$ cat src/rtl/sprite_blitter.sv
// sprite_blitter: walks one SPR_W x SPR_H sprite out of a synchronous sprite
// ROM and turns each texel into a screen-space pixel write. Transparent texels
// and pixels that land outside the screen are dropped. Throughput is one texel
// per clock.
//
// Ports
//   clk, resetn           clock, asynchronous active-low reset
//   start                 begin a blit (only honoured while idle)
//   sprite_id/x_org/y_org sprite index and screen origin, latched on start
//   rom_addr / rom_data   sprite ROM address out, texel in (ROM_LAT later)
//   vga_x/vga_y/vga_colour/vga_plot  pixel write to the VGA adapter
//   busy                  blit in progress
//   done                  one-cycle completion pulse
module sprite_blitter #(
    parameter int SPR_W    = 47,
    parameter int SPR_H    = 52,
    parameter int SCREEN_W = 320,
    parameter int SCREEN_H = 240,
    parameter int X_W      = 9,
    parameter int Y_W      = 8,
    parameter int ADDR_W   = 16,
    parameter int ID_W     = 4,
    parameter int COLOR_W  = 9,
    parameter int ROM_LAT  = 1,
    parameter logic [COLOR_W-1:0] TRANSP = 9'h1FF
) (
    input  logic               clk,
    input  logic               resetn,
    input  logic               start,
    input  logic [ID_W-1:0]    sprite_id,
    input  logic [X_W-1:0]     x_org,
    input  logic [Y_W-1:0]     y_org,
    output logic [ADDR_W-1:0]  rom_addr,
    input  logic [COLOR_W-1:0] rom_data,
    output logic [X_W-1:0]     vga_x,
    output logic [Y_W-1:0]     vga_y,
    output logic [COLOR_W-1:0] vga_colour,
    output logic               vga_plot,
    output logic               busy,
    output logic               done
);

    localparam int N   = SPR_W * SPR_H;
    localparam int CXW = $clog2(SPR_W + 1);
    localparam int CYW = $clog2(SPR_H + 1);
    localparam int FCW = $clog2(ROM_LAT + 1);

    typedef enum logic [1:0] {IDLE, DRAW, FLUSH, DONE} state_t;

    // Screen coordinate of one texel, one bit wider than the screen fields so
    // that a sum which wraps past the edge stays visibly off-screen.
    typedef struct packed {
        logic [X_W:0] x;
        logic [Y_W:0] y;
    } coord_t;

    state_t state, nstate;

    logic [CXW-1:0] cx;
    logic [CYW-1:0] cy;
    logic [FCW-1:0] fcnt;
    logic [X_W-1:0] xo;
    logic [Y_W-1:0] yo;
    logic           last_px, flush_end;

    // Stage 0 is aligned with rom_addr; stage ROM_LAT lines up with rom_data.
    logic                 vld0;
    coord_t               crd0;
    logic   [ROM_LAT:1]   vld_pipe;
    coord_t [ROM_LAT:1]   crd_pipe;
    coord_t               tail;

    assign last_px   = (cx == CXW'(SPR_W - 1)) && (cy == CYW'(SPR_H - 1));
    assign flush_end = (fcnt == FCW'(ROM_LAT - 1));

    // ---------------- FSM: state register ----------------
    always_ff @(posedge clk or negedge resetn) begin
        if (!resetn) state <= IDLE;
        else         state <= nstate;
    end

    // ---------------- FSM: next state ----------------
    always_comb begin
        nstate = state;
        case (state)
            IDLE:    if (start)     nstate = DRAW;
            DRAW:    if (last_px)   nstate = FLUSH;
            FLUSH:   if (flush_end) nstate = DONE;
            DONE:                   nstate = IDLE;
            default:                nstate = IDLE;
        endcase
    end

    // ---------------- FSM: outputs ----------------
    always_comb begin
        busy = (state == DRAW) || (state == FLUSH);
        done = (state == DONE);
        vld0 = (state == DRAW);
    end

    // ---------------- Walk counters and address ----------------
    // The address simply counts up from the sprite base; the raster position
    // (cx, cy) is tracked alongside it only to form screen coordinates.
    always_ff @(posedge clk or negedge resetn) begin
        if (!resetn) begin
            rom_addr <= '0;
            cx       <= '0;
            cy       <= '0;
            fcnt     <= '0;
            xo       <= '0;
            yo       <= '0;
        end else begin
            case (state)
                IDLE: if (start) begin
                    xo       <= x_org;
                    yo       <= y_org;
                    cx       <= '0;
                    cy       <= '0;
                    rom_addr <= ADDR_W'(sprite_id) * ADDR_W'(N);
                end
                DRAW: begin
                    rom_addr <= rom_addr + 1'b1;
                    fcnt     <= '0;
                    if (cx == CXW'(SPR_W - 1)) begin
                        cx <= '0;
                        cy <= cy + 1'b1;
                    end else begin
                        cx <= cx + 1'b1;
                    end
                end
                FLUSH:   fcnt <= fcnt + 1'b1;
                default: ;
            endcase
        end
    end

    // ---------------- Coordinate / valid pipeline ----------------
    assign crd0.x = {1'b0, xo} + (X_W+1)'(cx);
    assign crd0.y = {1'b0, yo} + (Y_W+1)'(cy);

    always_ff @(posedge clk or negedge resetn) begin
        if (!resetn) begin
            vld_pipe <= '0;
            crd_pipe <= '0;
        end else begin
            vld_pipe[1] <= vld0;
            crd_pipe[1] <= crd0;
            for (int i = 2; i <= ROM_LAT; i++) begin
                vld_pipe[i] <= vld_pipe[i-1];
                crd_pipe[i] <= crd_pipe[i-1];
            end
        end
    end

    // ---------------- Pixel output ----------------
    // The colour comes straight from the ROM so a pixel leaves in the same
    // cycle its texel arrives; the pipeline tail holds the matching
    // coordinates. Outside a valid slot the colour is forced to zero.
    assign tail       = crd_pipe[ROM_LAT];
    assign vga_x      = tail.x[X_W-1:0];
    assign vga_y      = tail.y[Y_W-1:0];
    assign vga_colour = vld_pipe[ROM_LAT] ? rom_data : '0;
    assign vga_plot   = vld_pipe[ROM_LAT]
                     && (rom_data != TRANSP)
                     && (tail.x < (X_W+1)'(SCREEN_W))
                     && (tail.y < (Y_W+1)'(SCREEN_H));

endmodule

$ cat config.mk
export PLATFORM = sky130hd
export DESIGN_NAME = sprite_blitter
export DESIGN_NICKNAME = d
export VERILOG_FILES = /design/src/rtl/sprite_blitter.sv
export SDC_FILE = /design/constraint.sdc
export NUM_CORES = 1
export LEC_CHECK = 0
export ABC_AREA = 1
export CORE_MARGIN = 1.5
export CORE_UTILIZATION = 53
export DETAILED_ROUTE_END_ITERATION = 8
export GPL_ROUTABILITY_DRIVEN = 0
export GPL_TIMING_DRIVEN = 0
export HOLD_SLACK_MARGIN = 0.03
export PLACE_DENSITY = 0.81
export SLEW_MARGIN = 20
export SYNTH_ARGS = -nofsm -noshare
export SYNTH_HDL_FRONTEND = slang
export SYNTH_SLANG_ARGS = --single-unit
$ cat constraint.sdc
create_clock -name clk -period 2.35 [get_ports clk]
set_clock_uncertainty 0.15 [all_clocks]
set_input_delay 0.47 -clock clk [delete_from_list [all_inputs] [get_ports clk]]
set_output_delay 0.47 -clock clk [all_outputs]
set_load 0.1 [all_outputs]
==> results of run 1 <==
## layer usage
layer | vias up | part of all wire, %
met5 | - | 0
met4 | 0 | 1.6
met3 | 15 | 7.2
met2 | 162 | 49
met1 | 1807 | 42
li1 | 1893 | -
## layout by cell type, fill, tap and decap left out, types with 7 or more instances in the layout
cell / n
mux2_2: 14
clkdlybuf4s50_1: 27
xor2_1: 15
clkbuf_8: 11
nand3_1: 31
nor3_1: 7
nand4_1: 9
inv_1: 63
nand2_1: 125
buf_2: 12
dlygate4sd2_1: 35
nor2_1: 42
buf_4: 23
dfrtp_1: 68
o21ai_1: 8
ha_1: 26
o21ai_0: 24
a21oi_1: 24
## sequential cells by signal, indices dropped and copies added (netlist names)
name / flops
crd_pipe: 2
cx: 6
cy: 6
fcnt: 1
rom_addr: 16
state: 2
vga_x: 9
vga_y: 8
vld_pipe: 1
xo: 9
yo: 8
## stage by stage
stage          util (%)  setup TNS [ps]  hold WS (ps)  cells  instance area (um2)
2_1_floorplan         -               0          24.4    528                 4290
3_3_place_gp       66.8         -118630           305    707                 5180
3_5_place_dp       67.1          -11980           227    708                 5210
4_1_cts            69.5               0           330    725                 5400
5_1_grt            69.8           -5.83           339    727                 5420
6_report           69.8               0           325    727                 5420
## kinds of logic after synthesis
group | count (synthesis) | share of synthesized area (%)
AOI/OAI and AO/OA | 76 | 9.96
xor gates and xnor gates | 18 | 3.69
adders and majority gates | 35 | 10.6
buffers and inverters | 91 | 9.93
DFF | 68 | 39.8
muxes | 14 | 3.69
and+or+nand+nor | 226 | 22.3
## worst max path at each step
stage	from	slack (ps)	to	cells after the start
6_report	rom_addr[10]$_DFFE_PN0P_	40	rom_addr[10]	1
5_1_grt	sprite_id[2]	-5	rom_addr[14]$_DFFE_PN0P_	15
4_1_cts	state[0]$_DFFE_PN0P_	0.2	done	2
3_5_place_dp	sprite_id[2]	-830	rom_addr[10]$_DFFE_PN0P_	16
3_3_place_gp	resetn	-1580	yo[6]$_DFFE_PN0P_	1
2_1_floorplan	sprite_id[2]	60	rom_addr[13]$_DFFE_PN0P_	13
## layout make-up
class	instances	area (um2)	share of cell area (%)
clock inverter	4	48.8	0.900
timing repair buffer	83	729	13.5
buffer	25	176	3.25
multi-input combinational	369	2240	41.4
inverter	65	244	4.50
clock buffer	11	151	2.79
tap	102	128	2.35
sequential	68	1700	31.4
## what timing repair did
| action | 4_1_cts | 5_1_grt |
|---|---|---|
| gates cloned | 0 | 0 |
| gates resized for setup | 85 | 34 |
| hold endpoints to repair | 20 | 0 |
| setup buffers | 1 | 3 |
| pin swaps | 2 | 3 |
| setup endpoints to repair | 55 | 29 |
| hold buffers | 1 | 0 |
==> summary.md, run 1 <==
| Metric | Value |
|---|---|
| Reg2Reg Capture Point | `rom_addr[4]$_DFFE_PN0P_` |
| CP max-delay cell | `dlygate4sd2_1` |
| YS warnings | `0` |
| Top-area cell type share of the netlist area | `39.8%` |
| Avg WL per Cell | `13.8 um` |
| Num CTS Buffers | `9` |
| Post-synth EDFFs | `0` |
| # setup viols final | `0` |
| Global-route wire length before repair | `16000 um` |
| Die height | `92.8 um` |
| Grt met2 use | `40.2%` |
| Drt first pass iters | `5` |
| Site Rows | `32` |
| Worst path arrival time | `1690 ps` |
| Max-Slew Margin vs Limit | `34.2%` |
| Iter 0 DRT Violations | `206` |
| Worst setup EP type | `output port` |
| Met3 usage | `5.01%` |
| Status | `finished clean` |
| Initial core utilization | `55.0%` |
| Pre-CTS setup slack | `-827 ps` |
| Worst-skew pair later-pin latency | `350 ps` |
| Hold Crit Depth | `1` |
| Ant diodes | `0` |
| Drt via density | `5.33` |
| Slew @ Worst Pin | `992 ps` |
| Initial antenna violation count | `0` |
| Clock Path Buffers | `2` |
| Flop2flop setup slack | `240 ps` |
| CP max FO | `6` |
| Critical path class | `reg -> out` |
| Post-route ant nets | `0` |
| Total detailed-routing wirelength | `10100 um` |
| Hold Vio Cnt, Final | `0` |
| Syn Std Cell Area | `4270 um2` |
| Worst Hold End | `vga_y[7]$_DFF_PN0_` |
| Crit share post-route | `98.4%` |
| Fill count | `659` |
| CTS tree | `yes` |
| Crit path required time | `1730 ps` |
| Die W | `92.8 um` |
| Clock-pin slew on the worst setup and hold paths | `70 ps` |
| Buf/Inv on CP | `1` |
| Largest net degree at the start of global routing | `49` |
| Cell taking the most area after synthesis | `dfrtp_1` |
| Largest cells by area after synthesis | `dfrtp_1, nand2_1, ha_1` |
| Mapped Cells | `528` |
| GR Overflow Total | `0` |
| Die Area | `8600 um2` |
| Vias in the first global route | `3593` |
| Post-synth top flop | `dfrtp_1` |
| GR peak layer | `met2` |
| Post-synthesis sequential area ratio | `39.8%` |
| Hold Path Class | `reg -> reg` |
| Hold path start | `yo[7]$_DFFE_PN0P_` |
| CP delay by family, top | `buffers and inverters` |
| Critical path startpoint category | `flip-flop` |
| Port-buffer cells | `77` |
| H-tree Lvls | `3` |
| Post-layout nets | `689` |
| Final setup margin | `38.5 ps` |
| I/O Pins | `78` |
| Fin. max-slew vios | `0` |
| # DRC | `0` |
| Global Route Usage Sum | `23.8%` |
| CP peak stage delay | `890 ps` |
| Tmin final | `2310 ps` |
| Top post-synthesis cells by count | `nand2_1, dfrtp_1, inv_1` |
| Layout cells sized above 1 | `14.7%` |
| Met1 GRT Util | `30.0%` |
| Num Clock Sinks | `68` |
| Max-cap viol count | `0` |
| Max Clk Rate | `433 MHz` |
| Worst-path cell chain | `dlygate4sd2_1` |
| Dpl hpwl | `7490 um` |
| Flops & latches, synth | `68` |
| Root Buffer | `clkbuf_8` |
| Syn_nets | `596` |
| Synthesized area per cell | `8.09 um2` |
| Area Overhead vs Synth | `27.0%` |
| Worst r2r src | `state[1]$_DFFE_PN0P_` |
| R2R cell count | `8` |
| Via count | `3877` |
| Async SR Flop Fraction | `100%` |
| Most frequent cell after synthesis | `nand2_1` |
| Unique masters post-synth | `36` |
| Core Footprint | `7770 um2` |
Power of run 1 is not shown: default switching activity piles up to over one toggle a cycle in this logic, so the estimate is an artifact.
==> inputs of run 2 (changes only) <==
HOLD_SLACK_MARGIN = default   (was 0.03)
==> results of run 2 <==
Same layout as run 1: the final DEF is identical, and so are final timing and power.
Power of run 2 is left out for the same reason.
